[src/rtl/avmm_arbiter_2m_if.sv]
// Single-beat Avalon-MM bus bundle used for the arbiter's two upstream ports and its shared downstream port.
interface avmm_arbiter_2m_if #(
    parameter int ADDR_W = 10,
    parameter int DATA_W = 32
);
    logic [ADDR_W-1:0]   address;
    logic                read;
    logic                write;
    logic [DATA_W-1:0]   writedata;
    logic [DATA_W/8-1:0] byteenable;
    logic                burstcount;
    logic                debugaccess;
    logic                waitrequest;
    logic [DATA_W-1:0]   readdata;
    logic                readdatavalid;

    modport master (
        output address, read, write, writedata, byteenable, burstcount, debugaccess,
        input  waitrequest, readdata, readdatavalid
    );

    modport slave (
        input  address, read, write, writedata, byteenable, burstcount, debugaccess,
        output waitrequest, readdata, readdatavalid
    );
endinterface

[src/rtl/avmm_arbiter_2m.sv]
// Two-master to one-slave Avalon-MM arbiter: round-robin, one transaction in flight, read responses routed back.
// Optional read-response watchdog with sticky timeout_flag is enabled by defining ARB_TIMEOUT_EN.
module avmm_arbiter_2m #(
    parameter int                ADDR_W         = 10,
    parameter int                DATA_W         = 32,
    parameter int                TIMEOUT_CYCLES = 256,
    parameter logic [DATA_W-1:0] TIMEOUT_DATA   = 32'hDEAD_BEEF
) (
    input  logic             clk_clk,
    input  logic             reset_reset_n,
    avmm_arbiter_2m_if.slave  s0,
    avmm_arbiter_2m_if.slave  s1,
    avmm_arbiter_2m_if.master m0
`ifdef ARB_TIMEOUT_EN
    ,
    output logic             timeout_flag
`endif
);

    localparam logic [1:0] IDLE   = 2'd0;
    localparam logic [1:0] CMD    = 2'd1;
    localparam logic [1:0] RDWAIT = 2'd2;

    logic [1:0]          state;
    logic                grant;
    logic                last;
    logic [ADDR_W-1:0]   cmd_address;
    logic                cmd_read;
    logic                cmd_write;
    logic [DATA_W-1:0]   cmd_writedata;
    logic [DATA_W/8-1:0] cmd_byteenable;
    logic                cmd_debugaccess;
    logic [DATA_W-1:0]   rdata0;
    logic [DATA_W-1:0]   rdata1;
    logic                rvalid0;
    logic                rvalid1;

    logic                req0;
    logic                req1;
    logic                next_grant;
    logic                accept;
    logic                timed_out;
    logic                resp_fire;
    logic [DATA_W-1:0]   resp_data;
    logic [ADDR_W-1:0]   sel_address;
    logic                sel_read;
    logic                sel_write;
    logic [DATA_W-1:0]   sel_writedata;
    logic [DATA_W/8-1:0] sel_byteenable;
    logic                sel_debugaccess;
    logic                unused_burst;

    assign req0 = s0.read | s0.write;
    assign req1 = s1.read | s1.write;

    // On a tie the master that did not win last time is granted.
    assign next_grant = (req0 && req1) ? ~last : req1;

    assign sel_address     = next_grant ? s1.address     : s0.address;
    assign sel_read        = next_grant ? s1.read        : s0.read;
    assign sel_write       = next_grant ? s1.write       : s0.write;
    assign sel_writedata   = next_grant ? s1.writedata   : s0.writedata;
    assign sel_byteenable  = next_grant ? s1.byteenable  : s0.byteenable;
    assign sel_debugaccess = next_grant ? s1.debugaccess : s0.debugaccess;

    assign accept    = (state == CMD) && !m0.waitrequest;
    assign resp_fire = (state == RDWAIT) && (m0.readdatavalid || timed_out);
    assign resp_data = m0.readdatavalid ? m0.readdata : TIMEOUT_DATA;

    // Burstcount is always 1 on this bus, so the upstream value carries no information.
    assign unused_burst = s0.burstcount ^ s1.burstcount;

    always_ff @(posedge clk_clk or negedge reset_reset_n) begin
        if (!reset_reset_n) begin
            state           <= IDLE;
            grant           <= 1'b0;
            last            <= 1'b1;
            cmd_address     <= '0;
            cmd_read        <= 1'b0;
            cmd_write       <= 1'b0;
            cmd_writedata   <= '0;
            cmd_byteenable  <= '0;
            cmd_debugaccess <= 1'b0;
            rdata0          <= '0;
            rdata1          <= '0;
            rvalid0         <= 1'b0;
            rvalid1         <= 1'b0;
        end else begin
            rvalid0 <= 1'b0;
            rvalid1 <= 1'b0;
            case (state)
                IDLE: begin
                    if (req0 || req1) begin
                        grant           <= next_grant;
                        last            <= next_grant;
                        cmd_address     <= sel_address;
                        cmd_read        <= sel_read;
                        cmd_write       <= sel_write & ~sel_read;
                        cmd_writedata   <= sel_writedata;
                        cmd_byteenable  <= sel_byteenable;
                        cmd_debugaccess <= sel_debugaccess;
                        state           <= CMD;
                    end
                end
                CMD: begin
                    if (accept) begin
                        cmd_read  <= 1'b0;
                        cmd_write <= 1'b0;
                        state     <= cmd_read ? RDWAIT : IDLE;
                    end
                end
                RDWAIT: begin
                    if (resp_fire) begin
                        if (grant) begin
                            rdata1  <= resp_data;
                            rvalid1 <= 1'b1;
                        end else begin
                            rdata0  <= resp_data;
                            rvalid0 <= 1'b1;
                        end
                        state <= IDLE;
                    end
                end
                default: state <= IDLE;
            endcase
        end
    end

`ifdef ARB_TIMEOUT_EN
    localparam int               CNT_W        = 16;
    localparam logic [CNT_W-1:0] TIMEOUT_LAST = CNT_W'(TIMEOUT_CYCLES - 1);

    logic [CNT_W-1:0] wd_count;

    assign timed_out = (state == RDWAIT) && !m0.readdatavalid && (wd_count == TIMEOUT_LAST);

    // Watchdog restarts on every read accept; the flag stays set until some master writes.
    always_ff @(posedge clk_clk or negedge reset_reset_n) begin
        if (!reset_reset_n) begin
            wd_count     <= '0;
            timeout_flag <= 1'b0;
        end else begin
            if (accept) begin
                wd_count <= '0;
            end else if (state == RDWAIT) begin
                wd_count <= wd_count + 1'b1;
            end
            if (timed_out) begin
                timeout_flag <= 1'b1;
            end else if (accept && cmd_write) begin
                timeout_flag <= 1'b0;
            end
        end
    end
`else
    logic unused_timeout;

    assign timed_out      = 1'b0;
    assign unused_timeout = (TIMEOUT_CYCLES != 0);
`endif

    assign m0.address     = cmd_address;
    assign m0.read        = cmd_read;
    assign m0.write       = cmd_write;
    assign m0.writedata   = cmd_writedata;
    assign m0.byteenable  = cmd_byteenable;
    assign m0.burstcount  = 1'b1;
    assign m0.debugaccess = cmd_debugaccess;

    assign s0.waitrequest   = ~(accept & ~grant);
    assign s1.waitrequest   = ~(accept & grant);
    assign s0.readdata      = rdata0;
    assign s1.readdata      = rdata1;
    assign s0.readdatavalid = rvalid0;
    assign s1.readdatavalid = rvalid1;

endmodule

[src/flat_wrapper.sv]
// flat-port wrapper written by rule: the top's interface ports become plain ports
module avmm_arbiter_2m_flat 
#(
    parameter int                ADDR_W         = 10,
    parameter int                DATA_W         = 32,
    parameter int                TIMEOUT_CYCLES = 256,
    parameter logic [DATA_W-1:0] TIMEOUT_DATA   = 32'hDEAD_BEEF
)
  (clk_clk, reset_reset_n, s0_address, s0_read, s0_write, s0_writedata, s0_byteenable, s0_burstcount, s0_debugaccess, s0_waitrequest, s0_readdata, s0_readdatavalid, s1_address, s1_read, s1_write, s1_writedata, s1_byteenable, s1_burstcount, s1_debugaccess, s1_waitrequest, s1_readdata, s1_readdatavalid, m0_address, m0_read, m0_write, m0_writedata, m0_byteenable, m0_burstcount, m0_debugaccess, m0_waitrequest, m0_readdata, m0_readdatavalid);
  avmm_arbiter_2m_if #(.ADDR_W(ADDR_W), .DATA_W(DATA_W)) s0_i ();
  avmm_arbiter_2m_if #(.ADDR_W(ADDR_W), .DATA_W(DATA_W)) s1_i ();
  avmm_arbiter_2m_if #(.ADDR_W(ADDR_W), .DATA_W(DATA_W)) m0_i ();
  input  logic clk_clk;
  input  logic reset_reset_n;
  input wire logic [$bits(s0_i.address)-1:0] s0_address;
  input wire logic [$bits(s0_i.read)-1:0] s0_read;
  input wire logic [$bits(s0_i.write)-1:0] s0_write;
  input wire logic [$bits(s0_i.writedata)-1:0] s0_writedata;
  input wire logic [$bits(s0_i.byteenable)-1:0] s0_byteenable;
  input wire logic [$bits(s0_i.burstcount)-1:0] s0_burstcount;
  input wire logic [$bits(s0_i.debugaccess)-1:0] s0_debugaccess;
  output wire logic [$bits(s0_i.waitrequest)-1:0] s0_waitrequest;
  output wire logic [$bits(s0_i.readdata)-1:0] s0_readdata;
  output wire logic [$bits(s0_i.readdatavalid)-1:0] s0_readdatavalid;
  input wire logic [$bits(s1_i.address)-1:0] s1_address;
  input wire logic [$bits(s1_i.read)-1:0] s1_read;
  input wire logic [$bits(s1_i.write)-1:0] s1_write;
  input wire logic [$bits(s1_i.writedata)-1:0] s1_writedata;
  input wire logic [$bits(s1_i.byteenable)-1:0] s1_byteenable;
  input wire logic [$bits(s1_i.burstcount)-1:0] s1_burstcount;
  input wire logic [$bits(s1_i.debugaccess)-1:0] s1_debugaccess;
  output wire logic [$bits(s1_i.waitrequest)-1:0] s1_waitrequest;
  output wire logic [$bits(s1_i.readdata)-1:0] s1_readdata;
  output wire logic [$bits(s1_i.readdatavalid)-1:0] s1_readdatavalid;
  output wire logic [$bits(m0_i.address)-1:0] m0_address;
  output wire logic [$bits(m0_i.read)-1:0] m0_read;
  output wire logic [$bits(m0_i.write)-1:0] m0_write;
  output wire logic [$bits(m0_i.writedata)-1:0] m0_writedata;
  output wire logic [$bits(m0_i.byteenable)-1:0] m0_byteenable;
  output wire logic [$bits(m0_i.burstcount)-1:0] m0_burstcount;
  output wire logic [$bits(m0_i.debugaccess)-1:0] m0_debugaccess;
  input wire logic [$bits(m0_i.waitrequest)-1:0] m0_waitrequest;
  input wire logic [$bits(m0_i.readdata)-1:0] m0_readdata;
  input wire logic [$bits(m0_i.readdatavalid)-1:0] m0_readdatavalid;
  assign s0_i.address = s0_address;
  assign s0_i.read = s0_read;
  assign s0_i.write = s0_write;
  assign s0_i.writedata = s0_writedata;
  assign s0_i.byteenable = s0_byteenable;
  assign s0_i.burstcount = s0_burstcount;
  assign s0_i.debugaccess = s0_debugaccess;
  assign s0_waitrequest = s0_i.waitrequest;
  assign s0_readdata = s0_i.readdata;
  assign s0_readdatavalid = s0_i.readdatavalid;
  assign s1_i.address = s1_address;
  assign s1_i.read = s1_read;
  assign s1_i.write = s1_write;
  assign s1_i.writedata = s1_writedata;
  assign s1_i.byteenable = s1_byteenable;
  assign s1_i.burstcount = s1_burstcount;
  assign s1_i.debugaccess = s1_debugaccess;
  assign s1_waitrequest = s1_i.waitrequest;
  assign s1_readdata = s1_i.readdata;
  assign s1_readdatavalid = s1_i.readdatavalid;
  assign m0_address = m0_i.address;
  assign m0_read = m0_i.read;
  assign m0_write = m0_i.write;
  assign m0_writedata = m0_i.writedata;
  assign m0_byteenable = m0_i.byteenable;
  assign m0_burstcount = m0_i.burstcount;
  assign m0_debugaccess = m0_i.debugaccess;
  assign m0_i.waitrequest = m0_waitrequest;
  assign m0_i.readdata = m0_readdata;
  assign m0_i.readdatavalid = m0_readdatavalid;
  avmm_arbiter_2m #(.ADDR_W(ADDR_W), .DATA_W(DATA_W), .TIMEOUT_CYCLES(TIMEOUT_CYCLES), .TIMEOUT_DATA(TIMEOUT_DATA)) u_core (.clk_clk(clk_clk), .reset_reset_n(reset_reset_n), .s0(s0_i), .s1(s1_i), .m0(m0_i));
endmodule
[config.mk]
export PLATFORM = sky130hd
export DESIGN_NAME = avmm_arbiter_2m_flat
export DESIGN_NICKNAME = d
export VERILOG_FILES = /design/src/rtl/avmm_arbiter_2m_if.sv /design/src/rtl/avmm_arbiter_2m.sv /design/src/flat_wrapper.sv
export SDC_FILE = /design/constraint.sdc
export NUM_CORES = 1
export LEC_CHECK = 0
export CAP_MARGIN = 40
export CORE_MARGIN = 2
export CORE_UTILIZATION = 35
export DETAILED_ROUTE_END_ITERATION = 8
export HOLD_SLACK_MARGIN = 0.15
export PLACE_DENSITY = 0.77
export SETUP_SLACK_MARGIN = 0.2
export SLEW_MARGIN = 20
export SYNTH_ARGS = -nofsm -noshare
export SYNTH_HDL_FRONTEND = slang
export SYNTH_SLANG_ARGS = --single-unit
[constraint.sdc]
create_clock -name clk_clk -period 2.52 [get_ports clk_clk]
set_clock_uncertainty 0.1 [all_clocks]
set_input_delay 0.504 -clock clk_clk [delete_from_list [all_inputs] [get_ports clk_clk]]
set_output_delay 0.504 -clock clk_clk [all_outputs]
set_load 0.01 [all_outputs]
# == Word level (Yosys, flattened, before mapping) ==
# Index checks and enable logic that the tools add are counted.
# word_totals
wordCells,64
output_inout_bits,118
ff_bits,119
inputBits,136
# classes
muxes,24
reduce_logical,12
n_bitwise,10
eq_ne,5
# op_table
op,n
two-way mux 32 bit,2
two-way mux 1 bit,13
AND reduction 3 bit,4
two-way mux 10 bit,1
two-way mux 2 bit,4
inequality test 2 x 1 -> 1 bit (second input constant),3
one-hot mux 2 bit (3 select lines),1
inverter 1 bit,5
two-way mux 4 bit,1
one-hot mux 1 bit (2 select lines),2
bitwise AND 1 bit,3
logical AND 1 bit,3
== test 2 x 1 -> 1 bit (second input constant),1
== test 2 bit (second input constant),1
zero test 2 bit,1
bitwise OR 1 bit,2
AND reduction 2 bit,1
nonzero test 2 bit,1
zero test 1 bit,1
logical OR 1 bit,1

# == Depth between registers and ports, before layout ==
# logic_depth
word_depth,8
mapped_depth,6
mapped_depth_nobuf,4

# == Worst setup path after synthesis ==
# OpenSTA, ideal clock, no wires.
# synth_path
path_type,input-to-reg
from,input s1_write
to,register u_core.cmd_writedata[11] (netlist: u_core.m0.writedata[11])
stages,6
path_buffers,2
required_ns,2.347
arrival_time_ns,1.375
setup_slack_ns,0.972
setup_ns,0.073
path_cell_list,nor4_4 nand2b_1 buf_6 buf_8 a21oi_1 a21oi_2
# synth_between
elab_chain_cells,4
# synth_lines
item,line,rtl
"start, declared",flat_wrapper.sv:27,input wire logic [$bits(s1_i.write)-1:0] s1_write;
bitwise OR 1 bit (*),avmm_arbiter_2m.sv:54,assign req1 = s1.read | s1.write;
logical AND 1 bit,avmm_arbiter_2m.sv:57,assign next_grant = (req0 && req1) ? ~last : req1;
two-way mux 1 bit,avmm_arbiter_2m.sv:57,
two-way mux 32 bit,avmm_arbiter_2m.sv:62,assign sel_writedata = next_grant ? s1.writedata : s0.writedata;
"end signal, assigned",avmm_arbiter_2m.sv:99,cmd_writedata <= sel_writedata;
"end, declared",avmm_arbiter_2m.sv:30,logic [DATA_W-1:0] cmd_writedata;
# Mark *: on every way between the ends. The rest lies on a longest branch, timed or not.
# A chain may end at the register's enable or synchronous reset.

# == Worst setup path after layout ==
# layout_path
from,input m0_waitrequest
to,output s1_waitrequest
# layout_between
elab_chain_cells,4
# layout_lines
item,line,rtl
"start, declared",flat_wrapper.sv:42,input wire logic [$bits(m0_i.waitrequest)-1:0] m0_waitrequest;
zero test 1 bit,avmm_arbiter_2m.sv:66,assign accept = (state == CMD) && !m0.waitrequest;
logical AND 1 bit,avmm_arbiter_2m.sv:66,
bitwise AND 1 bit,avmm_arbiter_2m.sv:171,assign s1.waitrequest = ~(accept & grant);
inverter 1 bit,avmm_arbiter_2m.sv:171,
"end, declared",flat_wrapper.sv:32,output wire logic [$bits(s1_i.waitrequest)-1:0] s1_waitrequest;
# Every way passes these cells.

==> summary.md <==
| Metric | Value |
|---|---|
| Worst skew pair latency | 410 ps |
| Gr ovfl total | 0 |
| Synth unique cells | 31 |
| Slowest Stage Delay on Critical Path | 420 ps |
| Post-route ant nets | 0 |
| Layout cells sized above 1 | 12.7% |
| I/O pin count | 254 |
| GP Congestion | 0.725 |
| PD cells | 1220 nW/µm² |
| Clk pin slew, worst setup/hold paths | 50 ps |
| Reg2Reg Setup Slack | 720 ps |
| Inst Count DP | 848 |
| R2R depth | 4 |
| CTS root buf | clkbuf_16 |
| Total CTS buffers | 17 |
| Hold Slack | 383 ps |
| DIE AREA | 15400 µm² |
| Most frequent cells in the layout | clkdlybuf4s50_1, dfrtp_1, a21oi_1, nor2_1, nand2_1 |
| Routed vias/inst | 4.88 |
| Slew Limit Fails | 0 |
| Hold path start | u_core.s0.readdata[7] |
| Chip Height | 124 µm |
| Vias in the first global route | 4573 |
| Top_reg_cell synth | dfrtp_1 |
| F_max | 0.451 GHz |
| Kind of critical path | in2out |
| Ant diodes | 0 |
| Clock power share | 24.7% |
| Ys Warns | 0 |
| Reg-to-reg startpoint | u_core.state[0] |
| H-tree depth | 4 |
| Routed len/inst | 16.4 µm |
| Worst Setup Start Kind | primary input |
| Setup TNS | 0 ps |
| Crit-path cells | clkdlybuf4s50_1, nor2_1, and2_4, nand2_1, dlygate4sd2_1 |
| Sequential share of power | 32.2% |
| CTS Sinks | 119 |
| HPWL after detailed placement | 10700 µm |
| Critical Path Fanout Max | 3 |
| Hold Vio Cnt, Final | 0 |
| Vias | 4296 |
| Drt total wl | 14400 µm |
| Initial Utilization | 36.0% |
| DRC errors left | 0 |
| Seq cells post-synth | 119 |
| Clock period minus worst slack | 2220 ps |
| Hold Path Sink | u_core.s0.readdata[7] |
| RR Endpoint | u_core.m0.writedata[23] |
| Multi-input gate area | 1800 µm² |
| Rows | 43 |
| Synthesis-to-layout area growth | 65.1% |
| Initial antenna violation count | 0 |
| Synth Net Count | 569 |
| Post-synth top area cell | dfrtp_1 |
| Status | finished clean |
| Hold Path Cell Cnt | 1 |
| Synth async-reset ratio | 100% |
| Switching Fraction | 32.2% |
| Fill count | 1148 |
| Tcrit/Tclk final | 88.0% |
| Fin cells | 881 |
| Crit path capture type | output port |
| Reg area | 2980 µm² |
| Combinational power share | 43.1% |
| Die Wd | 124 µm |
| CTS tree | yes |
| Synth Area per Inst | 11.6 µm² |
| Initial DRC count | 140 |
| Final Util | 59.4% |
| First-pass GRT wire length | 22300 µm |
| Commonest non-fill, non-tap cell in the layout | clkdlybuf4s50_1 |
| Slowest cell on the critical path | clkdlybuf4s50_1 |
| Postcts setup bufs | 0 |
| Synthesized area | 5040 µm² |
| Largest cells by area after synthesis | dfrtp_1, a21oi_1, mux2_2 |
| Crit path DAT | 1610 ps |
| CTS Buffer Depth | 2 |
| Area share of the largest cell type after synthesis | 58.6% |
| Worst EP required | 1920 ps |
| Core box area | 14000 µm² |
| Final Setup Violations | 0 |
| RSZ-0062 raised after global routing | no |
| Leakage power | 0.00358 µW |
| Post-synthesis sequential area ratio | 59.2% |
| Slew headroom | 52.4% |
| Post-synth EDFFs | 0 |
| Max rail drop VDD | 0.633 mV |
| Drt first pass iters | 4 |
| P_sw | 3260 µW |
| Total track usage | 19.2% |
| Pint | 6880 µW |
| Largest net degree at the start of global routing | 71 |
| Max cap viols | 0 |
| Nets | 824 |
| Overall power | 10100 µW |
| Port bufs | 250 |
| Worst-margin pin slew | 712 ps |
| Post-Synthesis Cells | 433 |
| Worst min-delay path class | reg2reg |
area by class of cell:
| cell class | count | area share [%] |
|---|---|---|
| clock buffers | 23 | 5.63 |
| clock inverters | 9 | 1.78 |
| repair buffers | 264 | 32.2 |
| well taps | 180 | 2.71 |
| inverters | 3 | 0.135 |
| flip-flops and latches | 119 | 35.8 |
| multi-input cells | 283 | 21.7 |
worst max-delay path: cells and delay by family:
kind / cells / cell delay [ps]
buffers and inverters: 2 / 730
and+or+nand+nor: 3 / 380
power groups by stage:
stage                     Clock [µW]  Combinational (µW)  Sequential (µW)
after global routing            2660                4760             3370
after global placement             0                4270             3240
after detailed placement           0                4400             3300
after CTS                       2580                4420             3270
after floorplan                    0                1720             3610
final                           2510                4370             3260
repair_timing:
item / CTS / global route
hold endpoints to repair: 16 / 0
hold buffers: 1 / 0
resized for setup: 2 / 1
pin swaps: 0 / 0
cloned: 0 / 0
endpoints found under the setup margin: 2 / 2
sequential cells by signal, indices dropped and copies added (netlist names), 2 cells and up:
name and flops:
u_core.m0.address 10, u_core.m0.writedata 32, u_core.m0.byteenable 4, u_core.s0.readdata 32, u_core.s1.readdata 32, u_core.state 2
logic make-up after synthesis:
kind of cell	after synthesis	share of synthesized area (%)
mux	64	14.3
buf+inv	31	5.47
other cells	1	0.0745
flops	119	59.2
compound gates	105	11.0
simple gates	113	10.0
how the worst max path moves through the flow:
stage                              start                      end
final                     m0_waitrequest           s1_waitrequest
after global routing      m0_waitrequest           s1_waitrequest
after CTS                 m0_waitrequest           s1_waitrequest
after detailed placement  m0_waitrequest           s1_waitrequest
after global placement    m0_waitrequest           s0_waitrequest
after floorplan                 s1_write  u_core.m0.writedata[11]
cells in the mapped netlist (3+ instances only):
cell type,number
a21oi_1,93
dfrtp_1,118
nand2_1,50
buf_6,12
buf_8,5
inv_1,3
a21oi_2,3
mux2_1,31
clkbuf_1,3
mux2_2,33
nor2_1,51
buf_2,7
o21ai_0,3
routing by layer:
layer | vias to the layer above | wire length (µm) | GRT usage, %
li1 | 1980 | - | -
met1 | 2117 | 5440 | 20.1
met2 | 167 | 7370 | 34.1
met3 | 32 | 1220 | 7.19
met4 | 0 | 388 | 8.92
met5 | - | 0 | 0
per-stage QoR:
step                      instance area (µm²)  worst slack [ps]
after floorplan                          5040               972
after global placement                   7690              28.7
after detailed placement                 7690              32.9
after CTS                                8310               258
after global routing                     8320               217
final                                    8320               302
Power figures use the tool's default switching activity.
